File: src/rtl/prog_loader_pkg.sv
`default_nettype none
// ============================================================================
// Module      : loader_pkg
// Description : Shared types and constants for the boot-time program loader.
// Revision    : 1.0 - initial release
// ============================================================================
package loader_pkg;

    localparam int LOADER_DEPTH  = 32;
    localparam int LOADER_ADDR_W = 5;
    localparam int LOADER_DATA_W = 8;
    localparam int CSUM_W        = 8;

    typedef enum logic [2:0] {
        IDLE    = 3'd0,
        LOAD    = 3'd1,
        RELEASE = 3'd2,
        RUN     = 3'd3,
        HALTED  = 3'd4,
        ERROR   = 3'd5
    } loader_state_t;

endpackage
`default_nettype wire

File: src/rtl/prog_loader_if.sv
`default_nettype none
// ============================================================================
// Module      : prog_loader_if
// Description : Stream, program-memory write and cpu control bundle of the
//               loader. master = loader side, slave = system side.
// Revision    : 1.0 - initial release
// ============================================================================
interface prog_loader_if
    import loader_pkg::*;
#(
    parameter int ADDR_W = LOADER_ADDR_W,
    parameter int DATA_W = LOADER_DATA_W
);
    logic              start;
    logic              in_valid;
    logic [DATA_W-1:0] in_data;
    logic              in_last;
    logic              in_ready;
    logic              mem_wr;
    logic [ADDR_W-1:0] mem_addr;
    logic [DATA_W-1:0] mem_data;
    logic              cpu_rst;
    logic              cpu_halt;
    logic              busy;
    logic              done;
    logic              error;

    modport master (
        input  start, in_valid, in_data, in_last, cpu_halt,
        output in_ready, mem_wr, mem_addr, mem_data, cpu_rst, busy, done, error
    );

    modport slave (
        output start, in_valid, in_data, in_last, cpu_halt,
        input  in_ready, mem_wr, mem_addr, mem_data, cpu_rst, busy, done, error
    );

endinterface
`default_nettype wire

File: src/rtl/prog_loader_addr_ctr.sv
`default_nettype none
// ============================================================================
// Module      : loader_addr_ctr
// Description : Write address / byte counter, one bit wider than the address
//               so a full memory is distinguishable from an empty one.
// Revision    : 1.0 - initial release
// ============================================================================
module loader_addr_ctr #(
    parameter int ADDR_W = 5,
    parameter int DEPTH  = 32
) (
    input  wire               clk,
    input  wire               rst,
    input  wire               i_clear,
    input  wire               i_inc,
    output logic [ADDR_W:0]   o_count,
    output logic              o_last_addr
);

    localparam logic [ADDR_W:0] c_last = (ADDR_W+1)'(DEPTH - 1);
    localparam logic [ADDR_W:0] c_one  = (ADDR_W+1)'(1);

    logic [ADDR_W:0] r_count;

    always_ff @(posedge clk) begin
        if (rst || i_clear) begin
            r_count <= '0;
        end else if (i_inc) begin
            r_count <= r_count + c_one;
        end
    end

    assign o_count     = r_count;
    assign o_last_addr = (r_count == c_last);

endmodule
`default_nettype wire

File: src/rtl/prog_loader.sv
`default_nettype none
// ============================================================================
// Module      : prog_loader
// Description : Boot image loader: streams bytes into program memory, holds
//               the cpu in reset until loaded, then watches for halt.
//               Optional macro PROG_LOADER_CHECKSUM_EN: final beat is a
//               mod-256 checksum byte instead of image data.
// Revision    : 1.0 - initial release
// ============================================================================
module prog_loader
    import loader_pkg::*;
#(
    parameter int ADDR_W = LOADER_ADDR_W,
    parameter int DATA_W = LOADER_DATA_W,
    parameter int DEPTH  = LOADER_DEPTH
) (
    input  wire           clk,
    input  wire           rst,
    prog_loader_if.master bus
);

    loader_state_t     r_state;
    logic              r_in_ready;
    logic              r_mem_wr;
    logic [ADDR_W-1:0] r_mem_addr;
    logic [DATA_W-1:0] r_mem_data;
    logic              r_cpu_rst;
    logic              r_busy;
    logic              r_done;
    logic              r_error;

    logic [ADDR_W:0]   w_count;
    logic              w_last_addr;
    logic              w_full;
    logic              w_beat;
    logic              w_wr_beat;
    logic              w_to_release;
    logic              w_to_error;
    logic              w_start_ok;

    assign w_beat     = bus.in_valid & r_in_ready;
    // DEPTH is a power of two, so the count's top bit means "memory full"
    assign w_full     = w_count[ADDR_W];
    assign w_start_ok = bus.start &
                        ((r_state == IDLE) || (r_state == HALTED) || (r_state == ERROR));

`ifdef PROG_LOADER_CHECKSUM_EN
    logic [CSUM_W-1:0] r_sum;
    logic [CSUM_W-1:0] w_sum_next;
    logic              w_sum_ok;

    assign w_sum_next   = r_sum + CSUM_W'(bus.in_data);
    assign w_sum_ok     = (w_sum_next == '0);
    assign w_wr_beat    = w_beat & ~bus.in_last & ~w_full;
    assign w_to_release = w_beat & bus.in_last & w_sum_ok;
    assign w_to_error   = w_beat & ((bus.in_last & ~w_sum_ok) | (~bus.in_last & w_full));

    always_ff @(posedge clk) begin
        if (rst || w_start_ok) begin
            r_sum <= '0;
        end else if (w_wr_beat) begin
            r_sum <= w_sum_next;
        end
    end
`else
    assign w_wr_beat    = w_beat & ~w_full;
    assign w_to_release = w_beat & bus.in_last;
    assign w_to_error   = w_beat & ~bus.in_last & w_last_addr;
`endif

    loader_addr_ctr #(
        .ADDR_W (ADDR_W),
        .DEPTH  (DEPTH)
    ) u_addr_ctr (
        .clk         (clk),
        .rst         (rst),
        .i_clear     (w_start_ok),
        .i_inc       (w_wr_beat),
        .o_count     (w_count),
        .o_last_addr (w_last_addr)
    );

    always_ff @(posedge clk) begin
        if (rst) begin
            r_state    <= IDLE;
            r_in_ready <= 1'b0;
            r_mem_wr   <= 1'b0;
            r_mem_addr <= '0;
            r_mem_data <= '0;
            r_cpu_rst  <= 1'b1;
            r_busy     <= 1'b0;
            r_done     <= 1'b0;
            r_error    <= 1'b0;
        end else begin
            // Writes trail their accepting edge by exactly one cycle
            r_mem_wr <= w_wr_beat;
            if (w_wr_beat) begin
                r_mem_addr <= w_count[ADDR_W-1:0];
                r_mem_data <= bus.in_data;
            end

            case (r_state)
                IDLE, HALTED, ERROR: begin
                    if (w_start_ok) begin
                        r_state    <= LOAD;
                        r_in_ready <= 1'b1;
                        r_cpu_rst  <= 1'b1;
                        r_busy     <= 1'b1;
                        r_done     <= 1'b0;
                        r_error    <= 1'b0;
                    end
                end
                LOAD: begin
                    if (w_to_release) begin
                        r_state    <= RELEASE;
                        r_in_ready <= 1'b0;
                    end else if (w_to_error) begin
                        r_state    <= ERROR;
                        r_in_ready <= 1'b0;
                        r_busy     <= 1'b0;
                        r_error    <= 1'b1;
                    end
                end
                RELEASE: begin
                    r_state   <= RUN;
                    r_cpu_rst <= 1'b0;
                    r_busy    <= 1'b0;
                end
                RUN: begin
                    if (bus.cpu_halt) begin
                        r_state <= HALTED;
                        r_done  <= 1'b1;
                    end
                end
                default: begin
                    r_state    <= IDLE;
                    r_in_ready <= 1'b0;
                    r_cpu_rst  <= 1'b1;
                    r_busy     <= 1'b0;
                    r_done     <= 1'b0;
                    r_error    <= 1'b0;
                end
            endcase
        end
    end

    assign bus.in_ready = r_in_ready;
    assign bus.mem_wr   = r_mem_wr;
    assign bus.mem_addr = r_mem_addr;
    assign bus.mem_data = r_mem_data;
    assign bus.cpu_rst  = r_cpu_rst;
    assign bus.busy     = r_busy;
    assign bus.done     = r_done;
    assign bus.error    = r_error;

endmodule
`default_nettype wire

File: src/flat_wrapper.sv
// flat-port wrapper written by rule: the top's interface ports become plain ports
module prog_loader_flat import loader_pkg::*;
#(
    parameter int ADDR_W = LOADER_ADDR_W,
    parameter int DATA_W = LOADER_DATA_W,
    parameter int DEPTH  = LOADER_DEPTH
)
  (clk, rst, bus_start, bus_in_valid, bus_in_data, bus_in_last, bus_cpu_halt, bus_in_ready, bus_mem_wr, bus_mem_addr, bus_mem_data, bus_cpu_rst, bus_busy, bus_done, bus_error);
  prog_loader_if #(.ADDR_W(ADDR_W), .DATA_W(DATA_W)) bus_i ();
  input  wire clk;
  input  wire rst;
  input wire logic [$bits(bus_i.start)-1:0] bus_start;
  input wire logic [$bits(bus_i.in_valid)-1:0] bus_in_valid;
  input wire logic [$bits(bus_i.in_data)-1:0] bus_in_data;
  input wire logic [$bits(bus_i.in_last)-1:0] bus_in_last;
  input wire logic [$bits(bus_i.cpu_halt)-1:0] bus_cpu_halt;
  output wire logic [$bits(bus_i.in_ready)-1:0] bus_in_ready;
  output wire logic [$bits(bus_i.mem_wr)-1:0] bus_mem_wr;
  output wire logic [$bits(bus_i.mem_addr)-1:0] bus_mem_addr;
  output wire logic [$bits(bus_i.mem_data)-1:0] bus_mem_data;
  output wire logic [$bits(bus_i.cpu_rst)-1:0] bus_cpu_rst;
  output wire logic [$bits(bus_i.busy)-1:0] bus_busy;
  output wire logic [$bits(bus_i.done)-1:0] bus_done;
  output wire logic [$bits(bus_i.error)-1:0] bus_error;
  assign bus_i.start = bus_start;
  assign bus_i.in_valid = bus_in_valid;
  assign bus_i.in_data = bus_in_data;
  assign bus_i.in_last = bus_in_last;
  assign bus_i.cpu_halt = bus_cpu_halt;
  assign bus_in_ready = bus_i.in_ready;
  assign bus_mem_wr = bus_i.mem_wr;
  assign bus_mem_addr = bus_i.mem_addr;
  assign bus_mem_data = bus_i.mem_data;
  assign bus_cpu_rst = bus_i.cpu_rst;
  assign bus_busy = bus_i.busy;
  assign bus_done = bus_i.done;
  assign bus_error = bus_i.error;
  prog_loader #(.ADDR_W(ADDR_W), .DATA_W(DATA_W), .DEPTH(DEPTH)) u_core (.clk(clk), .rst(rst), .bus(bus_i));
endmodule
File: config.mk
export PLATFORM = sky130hd
export DESIGN_NAME = prog_loader_flat
export DESIGN_NICKNAME = d
export VERILOG_FILES = /design/src/rtl/prog_loader_pkg.sv /design/src/rtl/prog_loader_if.sv /design/src/rtl/prog_loader_addr_ctr.sv /design/src/rtl/prog_loader.sv /design/src/flat_wrapper.sv
export SDC_FILE = /design/constraint.sdc
export NUM_CORES = 1
export LEC_CHECK = 0
export ABC_AREA = 1
export BUFFER_PORTS_ARGS = -buffer_cell sky130_fd_sc_hd__buf_2
export CAP_MARGIN = 20
export CORE_MARGIN = 2
export CORE_UTILIZATION = 47
export DETAILED_ROUTE_END_ITERATION = 7
export PLACE_DENSITY_LB_ADDON = 0.05
export SLEW_MARGIN = 30
export SYNTH_ARGS = -nofsm -noshare
export SYNTH_HDL_FRONTEND = slang
export SYNTH_SLANG_ARGS = --single-unit
File: constraint.sdc
create_clock -name clk -period 3 [get_ports clk]
set_input_delay 0.15 -clock clk [delete_from_list [all_inputs] [get_ports clk]]
set_output_delay 0.15 -clock clk [all_outputs]
set_load 0.005 [all_outputs]
==> results.txt <==
share of post-route cells with drive strength above 1: 0.289
Critical Path AT: 1.96 ns
post-synthesis to final-layout area growth: 18.3%
Mean Syn Cell Area: 7.47 um^2
Sink Count: 28
type of the worst min-delay path: input pin to flip-flop
area fraction in and, or, nand and nor cells after synthesis: 0.337
count of input and output buffers: 32
area leader, netlist: sky130_fd_sc_hd__dfxtp_1
parity-gate share of the synthesized area counting xor and xnor cells: 0.00724
Chip Height: 54.7 um
kind of end point of the critical path: flip-flop
post-detail-place hpwl: 1.82 mm
share of synthesized area spent on multiplexers: 0
buffer levels on the longest clock path: 2
result of the run: finished clean
clock latency on the worst-skew pair: 0.33 ns
part of the Yosys area used for sequential elements: 0.463
unrepaired setup endpoints after global routing: no
TritonCTS clock tree: built
routed wire length: 2.41 mm
headroom to the max-slew limit: 0.530
placed inst area: 0.00138 mm^2
area share of the largest cell type after synthesis: 0.463
global route total overflow: 0
Final Hold Slack: 0.0523 ns
synthesized area: 0.00121 mm^2
main combinational cell family by area after synthesis: simple AND/OR/NAND/NOR gates
number of setup buffers added after CTS: 0
crit path kind: flip-flop to flip-flop
drt first pass iters: 4
number of placed instances, taps included: 220
Placeable Area: 0.00245 mm^2
total power: 0.896 mW
net total in the final layout: 210
htree depth: 1
DIE AREA: 0.00300 mm^2
fill cell total of the finished layout: 232
leading cell types by total area after synthesis: sky130_fd_sc_hd__dfxtp_1 46%, sky130_fd_sc_hd__nor2_1 11%, sky130_fd_sc_hd__nand2_1 8.1%
commonest non-fill, non-tap cell in the layout: sky130_fd_sc_hd__nor2_1
cts bufs inserted: 3
final max-slew violation count: 0
fraction of the mapped netlist area in compound gates: 0.110
Avg WL per Cell: 10.8 um
number of vias after detailed routing: 1091
via count of the first global-routing pass: 925
post-cts resize count: 0
drt first-iter violations: 26
filler-free cell count of the finished design: 224
Worst IR Drop VDD: 0.398 mV
wire length of the first global-routing pass: 3.95 mm
share of synthesized cell area in full adder, half adder and majority cells: 0.0103
MaxCap Viol Count: 0
RePlAce Congestion: 0.824
Initial Util: 0.493
power per cell area: 626 mW/mm^2
Hold Fails Final Rpt: 0
YS warnings: 0
maximum clock frequency: 597 MHz
Cell variety after synth: 25
CTS clock-pin slew for the worst setup and hold paths: 0.14 ns
crit start category: flip-flop
clock tree root buffer cell: sky130_fd_sc_hd__clkbuf_4
maximum number of pins on one net before global-route repair: 21
cts-stage hold buffer count: 0
clk_skew: 0.00382 ns
post-synthesis cell count: 162
number of ports placed on the die boundary: 33
syn_nets: 177
post-route setup TNS: 0 ns
drc violations: 0
vias per inst: 4.87
Final ANT Viol Nets: 0
Die Width: 54.7 um
leakage dissipation: 0.652 nW
Final Critical Period: 1.68 ns
#FFs+latches synth: 28
Final setup violation count: 0
maximum net fanout on the critical path: 20
count of standard-cell rows: 18
number of diodes added for antenna fixing: 0
data required time of the critical path: 3.28 ns
top library cells by usage in the layout, fill and taps aside: 37 x sky130_fd_sc_hd__nor2_1, 32 x sky130_fd_sc_hd__buf_2, 28 x sky130_fd_sc_hd__dfxtp_1, 26 x sky130_fd_sc_hd__nand2_1, 14 x sky130_fd_sc_hd__o21ai_0
initial antenna violation count: 0
aggregate global-route resource usage: 0.182
cell area after layout: 0.00143 mm^2
post-route fraction of the period consumed by the critical path: 0.559
Worst Tran Pin Value: 0.702 ns
-- power breakdown --
group	internal (mW)	leakage (nW)	switching [mW]
Combinational	0.0840	0.396	0.133
Clock	0.135	0.0279	0.110
Sequential	0.409	0.229	0.0234
Total	0.629	0.652	0.267
-- registers in the layout, summed over array words and instances (netlist names) --
name,flops
u_core.bus.error,1
u_core.bus.done,1
u_core.bus.busy,1
u_core.bus.in_ready,1
u_core.r_state,3
u_core.bus.mem_wr,1
u_core.u_addr_ctr.o_count,6
u_core.bus.mem_addr,5
u_core.bus.mem_data,8
u_core.bus.cpu_rst,1
-- routing by layer --
metal,wire length (um),track usage
met1,1140,0.250
met2,1120,0.286
met5,0,0
met3,116,0.0246
met4,31,0.0750
-- synthesized netlist by cell type --
| cell type | number |
|---|---|
| sky130_fd_sc_hd__o21ai_0 | 14 |
| sky130_fd_sc_hd__a31oi_1 | 1 |
| sky130_fd_sc_hd__nor3_2 | 1 |
| sky130_fd_sc_hd__buf_2 | 2 |
| sky130_fd_sc_hd__nand2_1 | 26 |
| sky130_fd_sc_hd__inv_2 | 5 |
| sky130_fd_sc_hd__nand4_1 | 1 |
| sky130_fd_sc_hd__dfxtp_1 | 28 |
| sky130_fd_sc_hd__nor3_1 | 1 |
| sky130_fd_sc_hd__ha_1 | 1 |
| sky130_fd_sc_hd__inv_1 | 9 |
| sky130_fd_sc_hd__a211oi_1 | 1 |
| sky130_fd_sc_hd__nand2_2 | 4 |
| sky130_fd_sc_hd__a21oi_1 | 8 |
| sky130_fd_sc_hd__xor2_1 | 1 |
| sky130_fd_sc_hd__or2_4 | 1 |
| sky130_fd_sc_hd__nor2_1 | 37 |
| sky130_fd_sc_hd__nand3_1 | 10 |
| sky130_fd_sc_hd__nor2_2 | 2 |
| sky130_fd_sc_hd__o21ai_2 | 1 |
| sky130_fd_sc_hd__buf_6 | 1 |
| sky130_fd_sc_hd__buf_4 | 1 |
| sky130_fd_sc_hd__nor2_4 | 3 |
| sky130_fd_sc_hd__inv_4 | 1 |
| sky130_fd_sc_hd__nand3_2 | 2 |
-- worst max-delay path: stages, from the launching register on --
cell,delay [ns]
sky130_fd_sc_hd__dfxtp_1,0.39
sky130_fd_sc_hd__nand3_1,0.50
sky130_fd_sc_hd__nor2_1,0.25
sky130_fd_sc_hd__nand2_1,0.09
sky130_fd_sc_hd__nand2_2,0.10
sky130_fd_sc_hd__nand3_2,0.09
sky130_fd_sc_hd__nand2_1,0.07
sky130_fd_sc_hd__nand2_1,0.05
sky130_fd_sc_hd__nor2_1,0.09
-- path summary, 6_finish.rpt --
path,from,endpoint,slack [ns],cells past startpoint
min reg2reg,u_core.bus.error,u_core.bus.error,0.47,2
max,u_core.bus.in_ready,u_core.r_state[0],1.32,8
min,rst,u_core.bus.in_ready,0.05,2
max reg2reg,u_core.bus.in_ready,u_core.r_state[0],1.32,8
-- kinds of logic after synthesis --
family	Yosys count
flops	28
fa+ha+maj	1
xor+xnor	1
buf+inv	19
compound gates	25
simple gates	88
-- stage by stage --
stage / util / worst slack, ns
4_1_cts: 0.583 / 1.31
5_1_grt: 0.583 / 0.992
3_5_place_dp: 0.562 / 1.35
2_1_floorplan: - / 1.85
6_report: 0.583 / 1.32
3_3_place_gp: 0.562 / 1.39
-- layout make-up --
| cell class | count | area, um^2 | share of cell area |
|---|---|---|---|
| multi-input cells | 115 | 562 | 0.392 |
| flip-flops and latches | 28 | 561 | 0.392 |
| repair buffers | 32 | 160 | 0.112 |
| inverters | 15 | 58.8 | 0.0411 |
| well taps | 30 | 37.5 | 0.0262 |
| clock inverters | 1 | 30.0 | 0.0210 |
| clock buffers | 3 | 22.5 | 0.0157 |
(Power assumes the default switching activity.)
